## src/rtl/endian_pkg.sv

```systemverilog
// Shared definitions for the byte-stream endian conversion path.
package endian_pkg;

  localparam int BYTE_W    = 8;
  localparam int MAX_BYTES = 64;

  typedef logic [BYTE_W-1:0] byte_t;

  typedef enum logic [1:0] {
    EMPTY,
    FILL,
    LAST_BYTE
  } fill_state_e;

  // Lowest n lanes set; callers narrow the result to their own lane count.
  function automatic logic [MAX_BYTES-1:0] keep_mask(input int unsigned n);
    logic [MAX_BYTES-1:0] m;
    m = '0;
    for (int unsigned i = 0; i < MAX_BYTES; i++) begin
      if (i < n) m[i] = 1'b1;
    end
    return m;
  endfunction

endpackage

```

## src/rtl/be_word_out_reg.sv

```systemverilog
// Output holding register: one packed word with valid/ready, held stable while
// the consumer stalls.
module be_word_out_reg
  import endian_pkg::*;
#(
  parameter  int DATA_W = 32,
  localparam int BYTES  = DATA_W / BYTE_W
) (
  input  logic              clk,
  input  logic              reset,
  input  logic              load_i,
  input  logic [DATA_W-1:0] load_data_i,
  input  logic [BYTES-1:0]  load_keep_i,
  input  logic              load_last_i,
  input  logic              out_ready_i,
  output logic              out_valid_o,
  output logic [DATA_W-1:0] out_data_o,
  output logic [BYTES-1:0]  out_keep_o,
  output logic              out_last_o
);

  // A load only happens when the slot is free or draining this cycle, so it
  // always takes priority over the drain.
  always_ff @(posedge clk or negedge reset) begin
    if (!reset) begin
      out_valid_o <= 1'b0;
      out_data_o  <= '0;
      out_keep_o  <= '0;
      out_last_o  <= 1'b0;
    end else if (load_i) begin
      out_valid_o <= 1'b1;
      out_data_o  <= load_data_i;
      out_keep_o  <= load_keep_i;
      out_last_o  <= load_last_i;
    end else if (out_valid_o && out_ready_i) begin
      out_valid_o <= 1'b0;
    end
  end

endmodule

```

## src/rtl/be_byte_to_le_word_packer.sv

```systemverilog
// Packs an MSB-first byte stream into value-ordered words with keep/last.
// Optional BE_BYTE_PACKER_STATS_EN adds saturating word/short-word counters.
module be_byte_to_le_word_packer
  import endian_pkg::*;
#(
  parameter  int DATA_W = 32,
  localparam int BYTES  = DATA_W / BYTE_W
) (
  input  logic              clk,
  input  logic              reset,
  input  logic              in_valid_i,
  output logic              in_ready_o,
  input  logic [7:0]        in_byte_i,
  input  logic              in_last_i,
  output logic              out_valid_o,
  input  logic              out_ready_i,
  output logic [DATA_W-1:0] out_data_o,
  output logic [BYTES-1:0]  out_keep_o,
  output logic              out_last_o
`ifdef BE_BYTE_PACKER_STATS_EN
  ,
  output logic [15:0]       words_cnt_o,
  output logic [15:0]       short_cnt_o
`endif
);

  localparam int ACC_W = DATA_W - BYTE_W;
  localparam int CNT_W = $clog2(BYTES);

  logic [ACC_W-1:0]  acc_p0;
  logic [CNT_W-1:0]  cnt_p0;
  fill_state_e       state;
  logic              accept;
  logic              complete;
  logic [DATA_W-1:0] next_word;
  logic [BYTES-1:0]  next_keep;

  // The byte count is the control state; the enum only names its regions.
  always_comb begin
    state = FILL;
    if (cnt_p0 == '0)
      state = EMPTY;
    else if (cnt_p0 == CNT_W'(BYTES - 1))
      state = LAST_BYTE;
  end

  assign in_ready_o = !out_valid_o || out_ready_i;
  assign accept     = in_valid_i && in_ready_o;
  assign complete   = accept && ((state == LAST_BYTE) || in_last_i);

  // Earlier bytes sit above the new one; the accumulator starts at zero, so
  // short words come out zero-extended.
  assign next_word  = {acc_p0, in_byte_i};
  assign next_keep  = BYTES'(keep_mask(32'(cnt_p0) + 32'd1));

  // ---- stage p0: byte accumulation ----
  always_ff @(posedge clk or negedge reset) begin
    if (!reset) begin
      acc_p0 <= '0;
      cnt_p0 <= '0;
    end else if (complete) begin
      acc_p0 <= '0;
      cnt_p0 <= '0;
    end else if (accept) begin
      acc_p0 <= next_word[ACC_W-1:0];
      cnt_p0 <= cnt_p0 + CNT_W'(1);
    end
  end

  // ---- stage p1: word output register ----
  be_word_out_reg #(
    .DATA_W (DATA_W)
  ) u_out_reg (
    .clk         (clk),
    .reset       (reset),
    .load_i      (complete),
    .load_data_i (next_word),
    .load_keep_i (next_keep),
    .load_last_i (in_last_i),
    .out_ready_i (out_ready_i),
    .out_valid_o (out_valid_o),
    .out_data_o  (out_data_o),
    .out_keep_o  (out_keep_o),
    .out_last_o  (out_last_o)
  );

`ifdef BE_BYTE_PACKER_STATS_EN
  function automatic logic [15:0] sat_inc16(input logic [15:0] v);
    return (v == 16'hFFFF) ? v : v + 16'd1;
  endfunction

  logic out_hs;
  assign out_hs = out_valid_o && out_ready_i;

  always_ff @(posedge clk or negedge reset) begin
    if (!reset) begin
      words_cnt_o <= '0;
      short_cnt_o <= '0;
    end else if (out_hs) begin
      words_cnt_o <= sat_inc16(words_cnt_o);
      if (out_keep_o != '1)
        short_cnt_o <= sat_inc16(short_cnt_o);
    end
  end
`endif

endmodule
```

## config.mk

```make
export PLATFORM = sky130hd
export DESIGN_NAME = be_byte_to_le_word_packer
export DESIGN_NICKNAME = d
export VERILOG_FILES = /design/src/rtl/endian_pkg.sv /design/src/rtl/be_word_out_reg.sv /design/src/rtl/be_byte_to_le_word_packer.sv
export SDC_FILE = /design/constraint.sdc
export NUM_CORES = 1
export LEC_CHECK = 0
export ABC_AREA = 1
export CAP_MARGIN = 25
export CORE_MARGIN = 2
export CORE_UTILIZATION = 45
export DETAILED_ROUTE_END_ITERATION = 10
export PLACE_DENSITY = 0.71
export SETUP_SLACK_MARGIN = 0.02
export SYNTH_ARGS = -nofsm -noshare
export SYNTH_HDL_FRONTEND = slang
export SYNTH_SLANG_ARGS = --single-unit
```

## constraint.sdc

```tcl
create_clock -name clk -period 1.8 [get_ports clk]
set_input_delay 0.27 -clock clk [delete_from_list [all_inputs] [get_ports clk]]
set_output_delay 0.27 -clock clk [all_outputs]
set_load 0.005 [all_outputs]
```

==> results of run 1 <==
-- through the flow --
step	hold WS (ps)	cells	worst slack [ps]
floorplan	-25.59	296	505.8
global placement	307.0	408	70.30
CTS	327.1	423	68.25
finish	329.5	423	83.73
global route	352.5	423	29.50
detailed placement	311.6	408	80.32
-- worst paths after layout --
| check | end | slack [ps] | start |
|---|---|---|---|
| worst max-delay path | in_ready_o | 80 | out_ready_i |
| worst min-delay path | u_out_reg.out_last_o | 330 | in_valid_i |
| worst max register to register | u_out_reg.out_data_o[17] | 330 | cnt_p0[0] |
| worst min register to register | u_out_reg.out_data_o[0] | 470 | u_out_reg.out_data_o[0] |
| max in group asynchronous | acc_p0[15] | 1040 | reset |
| min in group asynchronous | u_out_reg.out_keep_o[3] | 460 | reset |
-- layout make-up --
cell class              count  area [um2]  share of cell area [%]
multi-input cells         201       967.2                   27.88
well taps                  75       93.84                   2.705
flip-flops and latches     64        1602                   46.16
clock inverters             1       5.005                  0.1442
clock buffers              13       148.9                   4.291
repair buffers             63       630.6                   18.18
inverters                   6       22.52                  0.6491
-- synthesized netlist by cell type --
| library cell | instances | area share [%] |
|---|---|---|
| dfrtp_1 | 64 | 58 |
| inv_1 | 5 | 0.68 |
| nand2_1 | 128 | 18 |
| nand2_4 | 1 | 0.41 |
| buf_4 | 3 | 0.82 |
| buf_2 | 18 | 3.3 |
| nor2_2 | 1 | 0.23 |
| nand3_1 | 1 | 0.18 |
| inv_2 | 1 | 0.14 |
| clkbuf_1 | 1 | 0.14 |
| nand4_1 | 62 | 14 |
| nand3_2 | 1 | 0.37 |
| nand2_2 | 2 | 0.46 |
| nor2_1 | 1 | 0.14 |
| ha_1 | 4 | 1.8 |
| buf_6 | 3 | 1.2 |
-- power breakdown --
part | total [mW] | internal, mW | switching [mW] | leakage [nW]
logic | 0.814 | 0.434 | 0.380 | 0.857
registers | 1.80 | 1.66 | 0.142 | 0.849
clock network | 1.02 | 0.521 | 0.499 | 0.0794
-- repair_timing --
action	in CTS	in global routing
resized for setup	0	0
buffers inserted	0	0
endpoints found under the hold margin	64	0
hold buffers	1	0
-- worst max-delay path, stage by stage --
cell and delay [ps]:
clkdlybuf4s50_1 460, inv_1 40, nand2_2 80, clkdlybuf4s50_1 590
-- state kept, by name (all words and copies together) (netlist names) --
name and cells:
u_out_reg.out_data_o 32, u_out_reg.out_last_o 1, u_out_reg.out_keep_o 4, acc_p0 24
u_out_reg.out_valid_o 1, cnt_p0 2
-- metal layers --
| layer | routed length (um) | vias to the layer above | track usage, % |
|---|---|---|---|
| li1 | - | 1088 | - |
| met1 | 2830 | 1089 | 28.27 |
| met2 | 2886 | 50 | 30.41 |
| met3 | 243 | 9 | 3.736 |
| met4 | 93 | 0 | 11.00 |
| met5 | 0 | - | 0 |
-- kinds of logic after synthesis --
group,share of synthesized area (%)
AND/OR/NAND/NOR,33.45
flip-flops,58.42
buffers and inverters,6.298
adder cells (fa/ha/maj),1.826
==> summary.md, run 1 <==
| Metric | Value |
|---|---|
| Die H | about 80 um |
| Initial DRC count | 235 |
| Hold Crit Class | primary input to flip-flop |
| Clk_skew | approximately 8 ps |
| Leading cell type in the layout, fill and taps excluded | nand2_1 |
| Final setup vio count | 0 |
| First-pass GRT wire length | between 10000 and 15000 um |
| RSZ-0062 raised after global routing | no |
| Inserted Clock Buffers | 9 |
| Longest Clk Path Bufs | 2 |
| Post-DR wirelength/cell | roughly 14 um |
| Leakage | roughly 1.8 nW |
| Crit end category | primary output |
| Synth Area per Inst | 9.261 um2 |
| Ys Warns | 0 |
| Area growth, synth to finish | 26.56% |
| Antenna cells | 0 |
| Buffers on Ports | 51 |
| Setup CP Type | primary input to primary output |
| Top Ports | 52 |
| MaxCap Viol Count | 0 |
| Root Driver | clkbuf_8 |
| Cell Pwr Density | 1047 nW/um2 |
| Congestion Overflow GR | 0 |
| Via-per-instance ratio | around 5.3 |
| Die footprint | around 6700 um2 |
| PnR Total Power | 3.632 mW |
| Period utilization | 95.35% |
| H-tree depth | 3 |
| Total Wirelength | about 6000 um |
| Fin util | about three fifths |
| Max VDD drop | roughly 0.53 mV |
| Worst Path Max Fanout | 2 |
| Clk sinks | 64 |
| Final instance area | approximately 3500 um2 |
| Yosys cell types | 16 |
| CTS tree | done |
| CP startpoint kind | primary input |
| Initial antenna violation count | 0 |
| Syn Nets | about 310 |
| DP Wirelength | roughly 4000 um |
| Core Footprint | about 6000 um2 |
| R2R cell count | 7 |
| Outcome | finished clean |
| Rows | 28 |
| Initial Utilization | 46.30% |
| Final Wtd Congestion | between 0.7 and 0.8 |
| Register area share after synthesis | between 50 and 60% |
| Largest net degree at the start of global routing | 65 |
| DRC viols | 0 |
| Fmax | 582.7 MHz |
| Via Count | ~2200 |
| Yosys reg bits | 64 |
| Vias in the first global route | 2146 |
| Cell Area, Placed | 3306 um2 |
| Pin slew with the least headroom to its limit | about 470 ps |
| Global Route Usage Sum | between 20 and 25% |
| Antenna Nets Post-Route | 0 |
| Clock-pin slew on the worst setup and hold paths | approximately 70 ps |
| Most frequent cells in the layout | nand2_1, dfrtp_1, nand4_1 |
| DIE WIDTH | approximately 80 um |
| Setup total negative slack | 0 ps |
| Crit path DAT | 1450 ps |
| Slew margin rel. | 68.65% |
| Post-layout nets | roughly 360 |
| Synth Cell Area | around 2700 um2 |
| Crit path time final | roughly 1700 ps |
| Final Hold Viols | 0 |
| Layout fillers | 542 |
| WP data required | 1530 ps |
| Pins Over Slew Limit | 0 |
| Cells after Synth | between 200 and 300 |
| Hold depth | 3 |
| Layout cells sized above 1 | around 8.6% |
| First drt pass iteration count | 4 |
| Clock Latency Late Sink | ~340 ps |
Note: power is estimated with default switching activity, not from simulation.
==> run 2: changes to the inputs <==
- SLEW_MARGIN: not set -> 40
==> results of run 2 <==
Same layout as run 1: the final DEF is identical, and so are final timing and power.
==> run 3: changes to the inputs <==
==> constraint.sdc (replaced) <==
create_clock -name clk -period 1.8 [get_ports clk]
set_input_delay 0.36 -clock clk [delete_from_list [all_inputs] [get_ports clk]]
set_output_delay 0.36 -clock clk [all_outputs]
set_load 0.005 [all_outputs]
==> run 3 against run 2 <==
  * Maximum frequency grew 8.6%
  * Critical path depth shrank 3
  * Clock skew shrank 3.3 ps
==> summary.md, run 3 (same netlist as run 1, synthesis figures left out) <==
| Metric | Value |
|---|---|
| R2R Setup Slk | 330 ps (about the same) |
| Pins Over Slew Limit | 0 (unchanged) |
| Leakage | 1.801 nW (+0.87%) |
| First drt pass iteration count | 4 (unchanged) |
| Crit path time final | 1581 ps (-135.6 ps) |
| Total Wirelength | 6229 um (+2.9%) |
| Longest Clk Path Bufs | 2 (unchanged) |
| Crit path to | out_data_o[4] |
| Critical R2R Launch | cnt_p0[0] |
| Initial DRC count | 145 (-38%) |
| Placed insts | 408 (unchanged) |
| First-pass GRT wire length | 10530 um (+2.6%) |
| Via Count | 2249 (+0.58%) |
| Largest Register | u_out_reg.out_data_o |
| Clock-pin slew on the worst setup and hold paths | 70 ps (about the same) |
| Layout fillers | 514 (-5.2%) |
| Largest net degree at the start of global routing | 65 (unchanged) |
| R2r endpoint | u_out_reg.out_data_o[15] |
| RSZ-0062 raised after global routing | no |
| Top Ports | 52 (unchanged) |
| Crit end category | primary output |
| Clk_skew | 4.684 ps (-3.326 ps) |
| Worst Path Max Fanout | 2 (unchanged) |
| Pin slew with the least headroom to its limit | 473.4 ps (+4.801 ps) |
| CP startpoint kind | flip-flop |
| Hold Crit Class | primary input to asynchronous set/reset pin |
| Layout cells sized above 1 | 9.169% (+0.55 points) |
| Clk sinks | 64 (unchanged) |
| Buf/Inv on CP | 1 (-2) |
| Rows | 28 (unchanged) |
| Leading cell type in the layout, fill and taps excluded | nand2_1 |
| WHS | 16.65 ps (-312.8 ps) |
| Outcome | finished clean |
| Inserted Clock Buffers | 9 (unchanged) |
| Crit-path max cell delay | 530 ps (-60 ps) |
| Setup CP Type | flip-flop to primary output |
| Post-DR wirelength/cell | 14.69 um (+2.6%) |
| Initial Utilization | 46.30% (unchanged) |
| Crit path DAT | 1220 ps (-230 ps) |
| Final instance area | 3517 um2 (+1.4%) |
| Initial antenna violation count | 0 (unchanged) |
| DRC viols | 0 (unchanged) |
| Die H | 82.05 um (unchanged) |
| Most frequent cells in the layout | nand2_1, dfrtp_1, nand4_1 |
| Vias in the first global route | 2176 (+1.4%) |
| Clock Latency Late Sink | 340 ps (about the same) |
| Register area | 1602 um2 (unchanged) |
| Final Hold Viols | 0 (unchanged) |
| MaxCap Viol Count | 0 (unchanged) |
| Core Footprint | 5921 um2 (unchanged) |
| CTS tree | done |
| Global Route Usage Sum | 21.00% (+0.60 points) |
| Post-CTS Repair Setup Buffers | 0 (unchanged) |
| Final Wtd Congestion | 0.7629 (-3.1%) |
| Max FFs per register | 32 (unchanged) |
| PnR Total Power | 3.876 mW (+6.7%) |
| CP delay by family, top | buffers and inverters |
| Regs by FF count | u_out_reg.out_data_o (32), acc_p0 (24), u_out_reg.out_keep_o (4) |
| Antenna cells | 0 (unchanged) |
| Post-layout nets | 361 (-0.28%) |
| Buffers on Ports | 51 (unchanged) |
| Area growth, synth to finish | 28.30% |
| Cells along the critical path | clkdlybuf4s50_1 |
| Period utilization | 87.82% (-7.5 points) |
| DP Wirelength | 3967 um (+0.44%) |
| Area used by multi-input combinational logic | 967.2 um2 (unchanged) |
| Slew margin rel. | 68.33% (-0.32 points) |
| Setup total negative slack | 0 ps (unchanged) |
| Slowest CP cell | clkdlybuf4s50_1 |
| Root Driver | clkbuf_8 |
| Cts hold-fix bufs | 0 (-1) |
| Antenna Nets Post-Route | 0 (unchanged) |
| DIE WIDTH | 82.05 um (unchanged) |
| R2R cell count | 7 (unchanged) |
| Post_cts resized | 1 (+1) |
| Number of cells on the critical path | 1 (-3) |
| Cell Area, Placed | 3318 um2 (+0.38%) |
| Congestion Overflow GR | 0 (unchanged) |
| WP data required | 1440 ps (-90 ps) |
| Via-per-instance ratio | 5.304 (+0.34%) |
| Final setup vio count | 0 (unchanged) |
| Post-route insts no fill | 424 (+0.24%) |
| Cell Pwr Density | 1102 nW/um2 (+5.3%) |
| Max VDD drop | 0.7254 mV (+36%) |
| CP Launch Point | u_out_reg.out_data_o[4] |
| H-tree depth | 3 (unchanged) |
| Die footprint | 6732 um2 (unchanged) |
| Fmax | 632.6 MHz (+8.6%) |
[run 3: how the worst min path moves through the flow]
| stage | endpoint |
|---|---|
| 6_report | u_out_reg.out_last_o |
| 5_1_grt | u_out_reg.out_keep_o[3] |
| 4_1_cts | u_out_reg.out_last_o |
| 3_5_place_dp | u_out_reg.out_last_o |
| 3_3_place_gp | u_out_reg.out_keep_o[3] |
| 2_1_floorplan | acc_p0[0] |
[run 3: final cells by class]
type | instances | share of cell area (%)
clock buffer | 14 | 4.625
tap | 75 | 2.668
multi-input combinational | 201 | 27.50
inverter | 6 | 0.6403
sequential | 64 | 45.54
timing repair buffer | 62 | 17.97
clock inverter | 2 | 1.067
[run 3: per-layer routing]
metal	vias to the layer above	global-route usage [%]	wire [um]
met3	9	6.154	369
met5	-	0	0
met2	71	30.49	2954
met4	0	6.833	74
li1	1090	-	-
met1	1079	30.24	2831
[run 3: power breakdown]
part           internal, mW  total, mW  switching (mW)
registers              1.66       1.80           0.142
clock network         0.718       1.26           0.539
logic                 0.434      0.822           0.388
[run 3: through the flow]
| stage | utilization [%] | setup slack (ps) |
|---|---|---|
| after floorplan | - | 505.8 |
| after global placement | 56.04 | -37.31 |
| after detailed placement | 56.04 | -29.74 |
| after CTS | 59.40 | 215.3 |
| after global routing | 59.40 | 170.8 |
| final | 59.40 | 219.3 |
==> RTL change 1 (settings of run 1) <==
The option `BE_BYTE_PACKER_STATS_EN` is turned on by a define.
--- a/src/rtl/be_byte_to_le_word_packer.sv
+++ b/src/rtl/be_byte_to_le_word_packer.sv
@@ -2,2 +2,4 @@
 // Optional BE_BYTE_PACKER_STATS_EN adds saturating word/short-word counters.
+`define BE_BYTE_PACKER_STATS_EN
+
 module be_byte_to_le_word_packer
Formal check against the unedited RTL (old outputs only; new: short_cnt_o and words_cnt_o): equivalent (equiv_simple and equiv_induct, registers matched by name and starting in step).
==> RTL change 1 against run 1 <==
- sequential cell count is 32 higher
- total power is 63% higher
- critical path depth shrank 3
- worst setup slack improved by 0.021 ns
- non-clock buffer count grew 33
- area after synthesis is 63% higher
- count of clock-buffer cells in the layout down 4
- first-iteration DRC count is 37% lower
- sequential share of layout area down 4.2 points
- die area increased by 59%
- final area rose by 65%
- routed wire length up 65%
- sequential power rose by 59%
- combinational power increased by 110%
- largest cell class unchanged
==> RTL change 1: results <==
group,metric,value,unit
sta,worstMarginPinSlew,0.364,ns
global_routing,grt_max_degree,58,
final_layout,seq-cell-share,0.420,
drt,drt_iter0_drc,148,
yosys,synthArstFlopShare,1.00,
global_routing,met3_usage,0.0510,
drt,drt_pass1_iterations,5,
final_layout,drive_gt1_frac,0.0817,
worst_setup_path,path_max_fanout,8,
global_routing,grt_pass1_vias,3493,
final_layout,nClkBuffers,9,
sta,worst_clock_skew,0.0144,ns
drt,wl_per_cell,13.2,µm
final_layout,fillers,855,
worst_setup_path,cpPeakStageDelay,0.56,ns
sta,whs,0.350,ns
hold_path,hp-class,"primary input to async pin",
yosys,synth-xor-area-share,0.0275,
yosys,post_synth_num_cell_types,30,
placement,globalplace.congestion,0.858,
worst_setup_path,cp_top_family,"buffers and inverters",
yosys,yosysSeqAreaShare,0.538,
power,peakVddDrop,0.000624,V
final_layout,multi_input_comb_cells,352,
power,sw_frac_of_total,0.323,
worst_setup_path,rr_startpoint,"short_cnt_o[0]$_DFFE_PN0P_",
final_layout,inv_count,64,
run_status,status,"complete, no violations",
final_layout,seq_cell_count,96,
final_layout,top_regs,"u_out_reg.out_data_o: 32 flops, acc_p0: 24 flops",
final_layout,multi_input_area,0.00173,mm²
drt,dr_total_vias,3645,
drt,wl_met1,4620,µm
final_layout,final-clk-cell-share,0.0319,
worst_setup_path,rrSetupSlack,0.14,ns
power,power.leakage,0.00265,µW
yosys,synthTopCellsByCount,"192 x nand2_1, 96 x dfrtp_1, 59 x inv_1, 34 x o21ai_0, 31 x nor2_1",
global_routing,grt_pass1_wl,16900,µm
worst_setup_path,critPathSlowestCell,"clkdlybuf4s50_1",
power,pg_comb,1690,µW
placement,dp_hpwl,6860,µm
worst_setup_path,r2r_end,"short_cnt_o[0]$_DFFE_PN0P_",
placement,pre_cts_ws,0.104,ns
placement,portBuffers,83,
yosys,synth_fa_ha_area_frac,0.0168,
clocking,clk_latency,0.37,ns
final_layout,nonClkBufAreaFrac,0.175,
worst_setup_path,r2r_cells,9,
clocking,clk_pin_slew,0.11,ns
yosys,synthTopCellsByArea,"dfrtp_1 54%, nand2_1 16%, inv_1 5.0%",
global_routing,grt_usage,0.191,
global_routing,use_met2,0.304,
final_layout,buffers,96,
drt,routed-wl-met3,548,µm
drt,met2_length,4740,µm
## RTL change 1: per-stage QoR
stage,std cells,util,instance area [µm²]
6_report,757,0.591,5720
5_1_grt,757,0.591,5720
4_1_cts,755,0.587,5680
3_5_place_dp,738,0.567,5490
3_3_place_gp,738,0.567,5490
2_1_floorplan,528,-,4460
## RTL change 1: how the worst max path moves through the flow
stage	start	slack [ns]	endpoint	depth (start not counted)
floorplan	words_cnt_o[0]$_DFFE_PN0P_	0.23	words_cnt_o[3]$_DFFE_PN0P_	9
global route	short_cnt_o[1]$_DFFE_PN0P_	0.01	short_cnt_o[0]$_DFFE_PN0P_	9
CTS	words_cnt_o[2]$_DFFE_PN0P_	0.09	words_cnt_o[2]	1
global placement	out_ready_i	0.16	in_ready_o	4
detailed placement	out_ready_i	0.10	u_out_reg.out_data_o[23]$_DFFE_PN0P_	8
finish	words_cnt_o[2]$_DFFE_PN0P_	0.10	words_cnt_o[2]	1
==> RTL change 2 (config.mk and constraints of run 1) <==
Without the edit above. `DATA_W` is set to 32 in 2 places; all go to 64.
--- a/src/rtl/be_word_out_reg.sv
+++ b/src/rtl/be_word_out_reg.sv
@@ -5,3 +5,3 @@
 #(
-  parameter  int DATA_W = 32,
+  parameter  int DATA_W = 64,
   localparam int BYTES  = DATA_W / BYTE_W
--- a/src/rtl/be_byte_to_le_word_packer.sv
+++ b/src/rtl/be_byte_to_le_word_packer.sv
@@ -5,3 +5,3 @@
 #(
-  parameter  int DATA_W = 32,
+  parameter  int DATA_W = 64,
   localparam int BYTES  = DATA_W / BYTE_W
Interface: changed (resized out_data_o and out_keep_o); port bits go from 52 to 88. The function was not compared with the original's and may differ.
==> RTL change 2 against run 1 <==
- routed wire length rose by 92%
- worst setup slack got worse by 0.0065 ns
- critical path depth fell by 2
- clock skew rose by 0.0042 ns
- final area rose by 100%
- area after synthesis rose by 88%
- total power rose by 120%
- global-route usage fell by 0.64 points
- sequential cell count rose by 69
- combinational power rose by 8.8%
- critical path type is now flip-flop to primary output
- critical endpoint unchanged
- largest cell class unchanged
- highest routed layer unchanged
==> RTL change 2: results <==
group,metric,value,unit
run_status,status,"complete, no violations",
final_layout,multi_input_area,0.00165,mm²
yosys,ys.warnings.count,0,
sta,worst_clock_skew,0.0122,ns
yosys,synth_fa_ha_area_frac,0.00969,
power,pwr-share-clk,0.456,
final_layout,fillers,957,
global_routing,grt_usage,0.198,
final_layout,top_regs,"u_out_reg.out_data_o: 64 flops, acc_p0: 56 flops, u_out_reg.out_keep_o: 8 flops",
final_layout,nClkBuffers,19,
worst_setup_path,path_max_fanout,4,
yosys,synth-xor-area-share,0,
sta,relSlewSlack,0.698,
final_layout,regArea,0.00333,mm²
final_layout,inv_count,7,
clocking,cts_resized,0,
yosys,synth-compound-area-share,0.00436,
placement,dp_hpwl,7470,µm
power,peakVddDrop,0.000599,V
power,power.leakage,0.00376,µW
yosys,ys_ff_latch,133,
hold_path,hp-class,"primary input to async pin",
drt,drt_iter0_drc,241,
global_routing,antenna_found_initial,0,
drt,drt_pass1_iterations,4,
clocking,post_cts_buffers,0,
yosys,post_synth_num_cell_types,16,
final_layout,final-clk-cell-share,0.0900,
final_layout,final_cells,836,
clocking,htreeDepth,4,
clocking,cts_inserted_buffers,17,
clocking,cts-root-buf,"clkbuf_16",
final_layout,diodes,0,
placement,dp_cells,801,
yosys,synthTopCellsByArea,"dfrtp_1 64%, nand2_1 29%, buf_4 1.3%",
drt,wl_per_cell,13.9,µm
power,power.share.combinational,0.113,
final_layout,buffers,105,
placement,globalplace.congestion,0.825,
worst_setup_path,cp_top_family,"buffers and inverters",
sta,fmax,580,MHz
global_routing,grt_max_degree,50,
global_routing,grt_pass1_vias,4044,
final_layout,multi_input_comb_cells,416,
yosys,yosysSeqAreaShare,0.645,
placement,portBuffers,87,
clocking,clk_latency,0.42,ns
drt,viasPerCell,4.80,
power,p_switching,1900,µW
global_routing,grt_pass1_wl,19600,µm
yosys,avgSynthCellArea,8.85,µm²
final_layout,drive_gt1_frac,0.0851,
final_layout,layout.nets,697,
worst_setup_path,cpPeakStageDelay,0.51,ns
final_layout,nonClkBufAreaFrac,0.162,
yosys,synth_nets,600,
yosys,synthTopCellsByCount,"397 x nand2_1, 133 x dfrtp_1, 11 x buf_2, 9 x buf_4, 6 x nand3_1",
RTL change 2: cell types whose count changed in the layout (fill, tap and decap cells not counted), moves of 4 or more:
cell,run 1,this run
clkbuf_8,10,2
nand4_1,62,0
dfrtp_1,64,132
nand2_1,128,397
clkbuf_16,0,18
nand3_1,1,5
buf_12,3,7
clkinv_4,0,4
clkdlybuf4s50_1,49,86
RTL change 2: metal layers:
layer / GRT usage / part of all wire
met5: 0 / 0
met4: 0.0733 / 0.013
met3: 0.0536 / 0.049
met1: 0.262 / 0.45
met2: 0.314 / 0.48
RTL change 2: through the flow:
step / util / setup slack (ns) / cell area [µm²] / hold slack (ns) / power [µW]
floorplan: - / 0.236 / 5160 / -0.0256 / 3750
global placement: 0.551 / 0.100 / 6240 / 0.237 / 4270
detailed placement: 0.551 / 0.0741 / 6240 / 0.239 / 4300
CTS: 0.607 / 0.0423 / 6880 / 0.371 / 7900
global route: 0.613 / 0.0147 / 6930 / 0.405 / 8180
finish: 0.613 / 0.0772 / 6930 / 0.360 / 7850
RTL change 2: final timing paths:
check                           cells past startpoint                               from                                   end  slack [ns]
worst max-delay path                                2  u_out_reg.out_valid_o$_DFFE_PN0P_                            in_ready_o        0.08
worst min-delay path                                2                              reset                acc_p0[49]$_DFFE_PN0P_        0.36
worst max register to register                      8              cnt_p0[0]$_DFFE_PN0P_  u_out_reg.out_data_o[25]$_DFFE_PN0P_        0.12
worst min register to register                      2   u_out_reg.out_last_o$_DFFE_PN0P_      u_out_reg.out_last_o$_DFFE_PN0P_        0.47
max in group asynchronous                           3                              reset  u_out_reg.out_data_o[26]$_DFFE_PN0P_        0.85
min in group clk                                    3                       in_byte_i[6]   u_out_reg.out_data_o[6]$_DFFE_PN0P_        0.42
